[src/rtl/sram_bus_arbiter.sv]
// sram_bus_arbiter: shares one SRAM-like bus between instruction fetch (I)
// and the memory stage (D). One transaction in flight at a time, D has fixed
// priority, and a cancelled fetch is drained from the bus but never reported.
module sram_bus_arbiter #(
  parameter int AW = 32,
  parameter int DW = 32
) (
  input  logic          clk,
  input  logic          reset,
  // fetch side
  input  logic          i_req,
  input  logic [AW-1:0] i_addr,
  input  logic          i_cancel,
  output logic [DW-1:0] i_rdata,
  output logic          i_data_ok,
  output logic          i_stall,
  // memory-stage side
  input  logic          d_req,
  input  logic          d_wr,
  input  logic [1:0]    d_size,
  input  logic [AW-1:0] d_addr,
  input  logic [DW-1:0] d_wdata,
  output logic [DW-1:0] d_rdata,
  output logic          d_data_ok,
  output logic          d_stall,
  // bus side
  output logic          bus_req,
  output logic          bus_wr,
  output logic [1:0]    bus_size,
  output logic [AW-1:0] bus_addr,
  output logic [DW-1:0] bus_wdata,
  input  logic          bus_addr_ok,
  input  logic          bus_data_ok,
  input  logic [DW-1:0] bus_rdata
);

  localparam logic [1:0] IDLE = 2'd0;
  localparam logic [1:0] REQ  = 2'd1;
  localparam logic [1:0] WAIT = 2'd2;

  logic [1:0] state;
  logic [1:0] state_next;
  logic       grant_d;    // 1: transaction belongs to D, 0: belongs to I
  logic       discard;    // in-flight fetch was cancelled; drop its data
  logic       complete;   // the bus transaction finishes this cycle
  logic       start_d;
  logic       start_i;

  // Arbitration decision, only meaningful while IDLE; D always wins.
  always_comb begin
    start_d = 1'b0;
    start_i = 1'b0;
    if (state == IDLE) begin
      start_d = d_req;
      start_i = ~d_req & i_req & ~i_cancel;
    end else begin
      start_d = 1'b0;
      start_i = 1'b0;
    end
  end

  // Completion: data returns either together with acceptance or later in WAIT.
  always_comb begin
    complete = 1'b0;
    case (state)
      REQ:     complete = bus_addr_ok & bus_data_ok;
      WAIT:    complete = bus_data_ok;
      default: complete = 1'b0;
    endcase
  end

  // Completion pulses and gated read data go straight out, no extra stage,
  // so a cancel arriving with the data still suppresses the fetch pulse.
  always_comb begin
    d_data_ok = complete & grant_d;
    i_data_ok = complete & ~grant_d & ~discard & ~i_cancel;
    d_rdata   = d_data_ok ? bus_rdata : {DW{1'b0}};
    i_rdata   = i_data_ok ? bus_rdata : {DW{1'b0}};
    d_stall   = d_req & ~d_data_ok;
    i_stall   = i_req & ~i_data_ok;
  end

  // The bus request is a pure state decode; it is never withdrawn early.
  always_comb begin
    bus_req = (state == REQ);
  end

  // Next-state logic for the IDLE -> REQ -> (WAIT) -> IDLE sequence.
  always_comb begin
    state_next = state;
    case (state)
      IDLE: begin
        if (start_d | start_i) begin
          state_next = REQ;
        end else begin
          state_next = IDLE;
        end
      end
      REQ: begin
        if (bus_addr_ok) begin
          state_next = bus_data_ok ? IDLE : WAIT;
        end else begin
          state_next = REQ;
        end
      end
      WAIT: begin
        if (bus_data_ok) begin
          state_next = IDLE;
        end else begin
          state_next = WAIT;
        end
      end
      default: state_next = IDLE;
    endcase
  end

  // State register.
  always_ff @(posedge clk or posedge reset) begin
    if (reset) begin
      state <= IDLE;
    end else begin
      state <= state_next;
    end
  end

  // Grant and bus payload are captured once at issue and held until the next issue.
  always_ff @(posedge clk or posedge reset) begin
    if (reset) begin
      grant_d   <= 1'b0;
      bus_wr    <= 1'b0;
      bus_size  <= 2'd0;
      bus_addr  <= {AW{1'b0}};
      bus_wdata <= {DW{1'b0}};
    end else if (start_d) begin
      grant_d   <= 1'b1;
      bus_wr    <= d_wr;
      bus_size  <= d_size;
      bus_addr  <= d_addr;
      bus_wdata <= d_wdata;
    end else if (start_i) begin
      grant_d   <= 1'b0;
      bus_wr    <= 1'b0;
      bus_size  <= 2'd2;
      bus_addr  <= i_addr;
      bus_wdata <= {DW{1'b0}};
    end
  end

  // Discard flag: a fetch cancelled while on the bus must still drain, silently.
  always_ff @(posedge clk or posedge reset) begin
    if (reset) begin
      discard <= 1'b0;
    end else if (complete) begin
      discard <= 1'b0;
    end else if (i_cancel & ~grant_d & (state != IDLE)) begin
      discard <= 1'b1;
    end
  end

endmodule

[config.mk]
export PLATFORM = sky130hd
export DESIGN_NAME = sram_bus_arbiter
export DESIGN_NICKNAME = d
export VERILOG_FILES = /design/src/rtl/sram_bus_arbiter.sv
export SDC_FILE = /design/constraint.sdc
export NUM_CORES = 1
export LEC_CHECK = 0
export CAP_MARGIN = 20
export CORE_ASPECT_RATIO = 0.5
export CORE_MARGIN = 3
export CORE_UTILIZATION = 37
export CTS_CLUSTER_SIZE = 16
export DETAILED_ROUTE_END_ITERATION = 7
export GPL_ROUTABILITY_DRIVEN = 0
export MAX_ROUTING_LAYER = met4
export PLACE_DENSITY = 0.87
export SYNTH_ARGS = -nofsm -noshare
export SYNTH_HDL_FRONTEND = slang
export SYNTH_SLANG_ARGS = --single-unit
export TNS_END_PERCENT = 20
[constraint.sdc]
create_clock -name clk -period 6.55 [get_ports clk]
set_input_delay 1.6375 -clock clk [delete_from_list [all_inputs] [get_ports clk]]
set_output_delay 1.6375 -clock clk [all_outputs]
set_load 0.005 [all_outputs]
[After elaboration in Yosys (flattened, before gate mapping)]
Index checks and enable logic that the tools add are counted.
Cells by class
  bitwise logic cells: 18
  eq/ne operators: 2
  muxes and demuxes: 20
  reductions and logical operators: 4
Operators with widths (count)
  two-way mux 32 bit: 6
  bitwise AND 1 bit: 11
  two-way mux 1 bit: 8
  two-way mux 2 bit: 4
  NOT 1 bit: 6
  case mux 2 bit (3 select lines): 1
  nonzero test 2 bit: 3
  equality test 2 x 1 -> 1 bit (second input constant): 1
  equality test 2 bit (second input constant): 1
  logical NOT 2 bit: 1
  case mux 1 bit (2 select lines): 1
  bitwise OR 1 bit: 1
Word-level totals
  register bits: 71
  input port bits: 138
  logic and storage cells: 51
  output and inout port bits: 136

[Logic depth before layout (Yosys ltp)]
Gate-level depths: netlist (run 1).
  depth after elaboration: 7
  mapped depth: 6
  depth with buffers taken out: 5

[Worst setup path after synthesis (run 1)]
OpenSTA, ideal clock, no wires.
  path type: input-to-output
  start point: input port i_cancel
  end point: output port i_rdata[22]
  arrival time: 2561 ps
  path buffers: 1
  stages: 4
  path slack: 2351 ps
  required time: 4912 ps
  cells stage by stage: or3_1 nor3_4 buf_2 and2_1
Between the ends
  word-level cells in the longest chain between the ends: 3
Ends and longest elaborated chain
  start: declaration: RTL line 13  | input logic i_cancel,
  NOT 1 bit: RTL line 76  | i_data_ok = complete & ~grant_d & ~discard & ~i_cancel;
  bitwise AND 1 bit: RTL line 76
  net i_data_ok: RTL line 15  | output logic i_data_ok,
  two-way mux 32 bit: RTL line 78  | i_rdata = i_data_ok ? bus_rdata : {DW{1'b0}};
  end: declaration: RTL line 14  | output logic [DW-1:0] i_rdata,
The timed path passes the listed nets, and every way through them passes these cells.

[Final worst setup path (run 1)]
  start point: input port i_cancel
  end point: output port i_rdata[1]
Between the ends
  word-level cells in the longest chain between the ends: 3
Ends and longest elaborated chain (RTL line)
  NOT 1 bit: 76
  bitwise AND 1 bit: 76
  two-way mux 32 bit: 78
No other way between the ends.

==> reports/results.txt, run 1 <==
Once detailed placement completed, the half-perimeter wirelength came to 10000 um. Leaving out fill and tap cells, the most frequent cells in the layout are 273 x clkdlybuf4s50_1, 71 x dfrtp_1, 65 x and2_1. The detailed-routing iteration count for the pre-antenna-repair pass was 4. In this run, synthesis produced a sequential element count of 71. The internal portion of total power is 0.00167 W, and the final critical-path required period is 5610 ps. The total of buffers placed on input and output ports was 273. In this run the clock root is driven by a clkbuf_16. The most frequent cell on the critical path was clkdlybuf4s50_1. The placement-stage cell area was 6450 um^2; the gate count of the mapped netlist was 281. Yosys warning count: 0. Averaged over all synthesized cells, the footprint is 12.9 um^2. The total overflow left after global routing is 0. The H-tree was split into 3 levels. Across all layers, the routed design uses 3245 vias. Synthesis-to-finish area growth: 85.5%. The proportion of layout cells with a drive suffix above 1 is 0.157. The DRC violations left was 0.

The fraction of power consumed by the clock network was 0.199; the initial antenna violation count was 1. The post-route fraction of the period consumed by the critical path is 0.857. The tools report the final setup TNS as 0 ps. The run finished with clean final reports. Walking the worst path, the cells encountered are clkdlybuf4s50_1 -> or3_1 -> nor3_4 -> and2_1 -> clkdlybuf4s50_1. The transition at the pin with the smallest max-transition slack was 912 ps.

The via count of the first global-routing pass was 3459. Dividing the detail-routed wire length by the instance count gives 19.9 um. The die outline width was 146 um. The max-slew violation count was 0; the number of library cell types mapped by synthesis was 26. Switching part of the total: 0.295.

Leaving out fill and tap cells, the most frequent cell in the layout is clkdlybuf4s50_1. IR analysis of the VDD net gives a maximum drop of 0.000187 V. The maximum number of pins on one net before global-route repair is 72, and the global-route wire length before repair is 20700 um. The worst setup path is of the in2out kind.

The die covers 11100 um^2. In this run the static leakage power is 2.87 nW. Broken down by cell family, the worst path's largest delay share belongs to simple AND/OR/NAND/NOR gates. Summing every instance area after synthesis gives 3630 um^2. Pin placement for this block handled 274 I/O pins. For the total of endpoints with negative setup slack in the final report, the log shows 0.

The run gives 9 as the total clock buffers created by CTS. For this run, the slowest stage of the critical path takes 700 ps. After detailed routing, the total wire length is 13600 um. The analysis attributes to net switching a power of 0.000702 W. Counting every sink on the clock net gives 71. The die is 76.0 um tall. The buffer count from post-CTS setup fixing came out at 0.

The largest individual stage delay along the critical path comes from the cell nor3_4. The fraction of the yosys area taken by sequential cells was 0.490. For the worst setup skew after layout, the log shows 10.2 ps. After clock tree synthesis, the clock-pin slew on the worst setup and hold paths is 50 ps. The critical path contains buffers and inverters numbering 2 combined.

In this run the worst path has a maximum fanout of 34. TritonCTS built the clock tree. The sequential fraction of design power is 0.321, and the average via count per standard cell is 4.74.

The sort of element at the end of the critical path was an output pin. The worst slew slack as a fraction of its limit was 0.392. The worst hold path belongs to the class reg2reg.

The global-route usage over all layers was 0.248. The later pin in the worst-skew pair is clocked with a latency of 330 ps. The count of nets left with antenna violations after detail routing is 0. The initial standard-cell utilization of the core is 0.399. Setup repair after global routing left no endpoint under its margin. The logic gate share of total power is 0.480.

The data arrival time of the critical path was 3970 ps. The hold-fix buffer count after cts was 0. Power spread over the standard cell area amounts to 353 nW/um^2. The run gives 0 as the post-cts sizing count.

The data required time of the critical path is 4910 ps. The run gives 0 as the number of hold violations in the final report. Static timing analysis puts the maximum clock frequency at 178 MHz.

The logs give 167 for the iteration-0 DRC count of the detailed router and 24 for the row count. The critical path launch point type is a primary input. In this run the standard cell core region covers 9100 um^2. The tightest hold path in the finished design has a slack of 490 ps.

The number of nets in the synthesized netlist is 423. The tool flagged a number of max-cap violations equal to 0. The total power was 0.00238 W. The finished cells cover 6730 um^2. For the maximum number of buffers from clock root to sink, the log shows 2. At the end of the flow, the number of nets in the layout was 691.
==> cell type report <==
type                            count  area [um^2]
Antenna cell                        1         2.50
Tap cell                          130          163
Sequential cell                    71         1780
Fill cell                         628         2370
Inverter                            4         15.0
Clock buffer                       11          233
Timing Repair Buffer              277         2760
Multi-Input combinational cell    186         1730
Clock inverter                      4         47.5
==> power groups by stage <==
stage | logic (W) | clock network, W | registers [W]
2_1_floorplan | 0.000483 | 0 | 0.000773
3_3_place_gp | 0.00112 | 0 | 0.000750
3_5_place_dp | 0.00114 | 0 | 0.000765
4_1_cts | 0.00115 | 0.000478 | 0.000763
5_1_grt | 0.00121 | 0.000502 | 0.000786
6_report | 0.00114 | 0.000473 | 0.000763
==> cells in the mapped netlist, drive strengths merged <==
master | count | area [um^2]
dfrtp | 71 | 1780
and2 | 65 | 407
mux2 | 64 | 830
a22o | 34 | 298
buf | 14 | 88.8
clkbuf | 6 | 25.0
ha | 4 | 50.1
inv | 4 | 15.0
a21oi | 3 | 18.8
nand2 | 3 | 18.8
nor2b | 3 | 18.8
nor3 | 2 | 21.3
nor3b | 2 | 20.0
a21o | 1 | 7.51
nand2b | 1 | 6.26
nor2 | 1 | 3.75
o21ai | 1 | 8.76
o22a | 1 | 8.76
or3 | 1 | 6.26
==> worst paths after layout <==
| kind | slack, ps | endpoint | depth (start not counted) | start |
|---|---|---|---|---|
| worst min-delay path | 490 | discard | 1 | discard |
| worst min register to register | 490 | discard | 1 | discard |
| worst max register to register | 4430 | bus_addr[27] | 5 | state[0] |
| worst max-delay path | 940 | i_rdata[1] | 5 | i_cancel |
| max in group asynchronous | 4050 | bus_addr[1] | 3 | reset |
| min in group asynchronous | 1890 | bus_wdata[20] | 3 | reset |
==> flip-flops by register name, indices dropped and copies added (netlist names) <==
| name | flops |
|---|---|
| bus_addr | 32 |
| bus_size | 2 |
| bus_wdata | 32 |
| bus_wr | 1 |
| discard | 1 |
| grant_d | 1 |
| state | 2 |
==> logic make-up (layout without fill, tap and decap cells) <==
group                    Yosys count  in the layout  share of synthesized area
AO/OA/AOI/OAI                     40             40                     0.0941
multiplexers                      64             64                      0.229
AND/OR/NAND/NOR                   78             78                      0.138
adder cells (fa/ha/maj)            4              4                     0.0138
buffers and inverters             24            296                     0.0355
other                              0              1                          0
flip-flops                        71             71                      0.490
==> metrics by stage <==
stage           util  setup WS (ps)  instances
5_1_grt        0.740            807        684
4_1_cts        0.739            960        683
6_report       0.740            939        684
3_5_place_dp   0.709            972        668
3_3_place_gp   0.709           1050        668
2_1_floorplan      -           2350        281
==> per-layer routing <==
| metal | share of wire | vias to the layer above | wire, um | track usage |
|---|---|---|---|---|
| met5 | 0 | - | 0 | - |
| met4 | 0.027 | 0 | 374 | 0.0750 |
| met3 | 0.045 | 25 | 619 | 0.0582 |
| met2 | 0.55 | 113 | 7480 | 0.457 |
| met1 | 0.38 | 1592 | 5150 | 0.267 |
| li1 | - | 1515 | - | - |
Note: power is estimated with default switching activity, not from simulation.
==> inputs of run 2 (changes only) <==
Settings changed: SKIP_CTS_REPAIR_TIMING from default to 1.
==> results of run 2 <==
The final DEF is identical to that of run 1; final timing and power are the same.
==> variant: new RTL, config.mk and constraints of run 2 <==
`DW`: 32 -> 48.
--- a/src/rtl/sram_bus_arbiter.sv
+++ b/src/rtl/sram_bus_arbiter.sv
@@ -3,7 +3,7 @@
 // priority, and a cancelled fetch is drained from the bus but never reported.
 module sram_bus_arbiter #(
   parameter int AW = 32,
-  parameter int DW = 32
+  parameter int DW = 48
 ) (
   input  logic          clk,
   input  logic          reset,
Interface: changed (5 resized); port bits go from 274 to 354. No check against the original RTL was run, so the function may have changed too.
==> variant against run 2 <==
Non-clock buffer count rose by 82; synthesized cell count rose by 26%; routed wire length rose by 23%; via count rose by 26%; sequential cell count rose by 16; combinational power rose by 14%; maximum frequency fell by 1.3%; total power rose by 14%; cell area rose by 21%; area after synthesis rose by 17%; setup slack got worse by 0.073 ns; critical path depth rose by 1; clock skew fell by 0.0056 ns.
==> variant: results (changes against run 2) <==
The run gives 527 (was 423) as the net count after synthesis. The tools report the iteration-0 DRC count of the detailed router as 202 (was 167). For the worst-case headroom to the max-slew limit, the log shows 43.3% (was 39.2%). The total length of routed met2 wires is 9.01 mm (was 7.48 mm), and the part of the total power dissipated in combinational logic is 48.1% (was 48.0%). Average cell area after synthesis: 12.0 um2 (was 12.9 um2). The largest net degree at the start of global routing was 53 (was 72); the amount of wire on met3 after detailed routing was 927 um (was 619 um).

For the total global-route track usage, the log shows 25.4% (was 24.8%). The worst setup path startpoint is i_cancel (unchanged). The tools report the final worst clock skew as 0.00455 ns (was 0.0102 ns). The number of port buffers is 353 (was 273), and the worst vdd rail ir drop is 0.000255 V (was 0.000187 V). Most common library cells after synthesis: sky130_fd_sc_hd__and2_1 (97), sky130_fd_sc_hd__dfrtp_1 (87), sky130_fd_sc_hd__a22o_1 (50) (was sky130_fd_sc_hd__dfrtp_1 (71), sky130_fd_sc_hd__and2_1 (65), sky130_fd_sc_hd__mux2_2 (35)). Maximum fanout along the worst path: 30 (was 34). The tools report the post-layout total power as 2.70 mW (was 2.38 mW).

The met3 demand-to-capacity share in global routing is 5.89% (was 5.82%), and the count of placed standard cells including taps is 824 (was 668). Met1 track demand over resource: 29.7% (was 26.7%). The leakage component of the power was 3.40 nW (was 2.87 nW); the number of antenna violations at the first check in global routing was 0 (was 1). The run finished with clean final reports. The tools report the number of buffers on the longest clock path as 2 (unchanged). The final cell count without fillers is 840 (was 684), and the total number of vias is 4085 (was 3245). Registers with the most flip-flops: bus_wdata (48), bus_addr (32) (was bus_addr (32), bus_wdata (32)). The met2 usage is 45.4% (was 45.7%), and the part of the Yosys area used for sequential elements is 51.3% (was 49.0%). The run gives 0 (was 1) as the number of diodes added for antenna fixing. Power in sequential cells: 0.932 mW (was 0.763 mW). Top routing layer in use: met4 (unchanged). The detailed placement HPWL is 13.4 mm (was 10.0 mm), and the routed length per placed instance is 19.9 um (about the same). The logs give 6.49 mm (was 5.15 mm) for the sum of routed wire segments on met1 and 24 (was 26) for the number of distinct standard cells referenced by the synthesized netlist.

The run gives 0.814 mW (was 0.702 mW) as the total net switching power. The run gives 4.05 ns (was 3.97 ns) as the data arrival time at the worst-slack endpoint. Fraction of layout instances using a drive strength above 1: 8.71% (was 15.7%).

Total number of nets in the final design: 869 (was 691).
variant: changes by cell type after synthesis, sizes merged:
| cell | delta |
|---|---|
| and2 | +32 |
| a22o | +16 |
| clkbuf | +8 |
| dfrtp | +16 |
variant: critical path, stage by stage:
cell                              delay [ns]
sky130_fd_sc_hd__clkdlybuf4s50_1        0.46
sky130_fd_sc_hd__or3_1                  0.43
sky130_fd_sc_hd__nor3_4                 0.46
sky130_fd_sc_hd__buf_4                  0.35
sky130_fd_sc_hd__and2_1                 0.18
sky130_fd_sc_hd__clkdlybuf4s50_1        0.53
variant: metrics by stage:
step / instance area (um2) / worst slack [ns]
2_1_floorplan: 4250 / 2.36
3_3_place_gp: 7900 / 1.00
6_report: 8180 / 0.866
5_1_grt: 8180 / 0.722
4_1_cts: 8180 / 0.844
3_5_place_dp: 7900 / 0.846
variant: worst paths after layout:
path	slack, ns	to	cells after the start
max reg2reg	4.26	bus_addr[18]	5
min in group asynchronous	1.69	bus_wdata[5]	2
max in group asynchronous	3.78	bus_wdata[4]	3
max	0.87	i_rdata[10]	6
min reg2reg	0.49	discard	1
min	0.49	discard	1
variant: kinds of logic (layout without fill, tap and decap cells):
group	count (synthesis)	count (layout)	synth area share [%]
multiplexers	64	64	17.0
buffers and inverters	32	379	3.30
flip-flops	87	87	51.3
AO/OA/AOI/OAI	56	56	11.2
AND/OR/NAND/NOR	110	110	16.1
adder cells (fa/ha/maj)	4	4	1.18
variant: final cells by class:
type / instances / area [um2]
Fill cell: 725 / 2490
Tap cell: 140 / 175
Clock buffer: 10 / 229
Clock inverter: 6 / 46.3
Sequential cell: 87 / 2180
Inverter: 4 / 16.3
Multi-Input combinational cell: 234 / 1950
Timing Repair Buffer: 359 / 3580
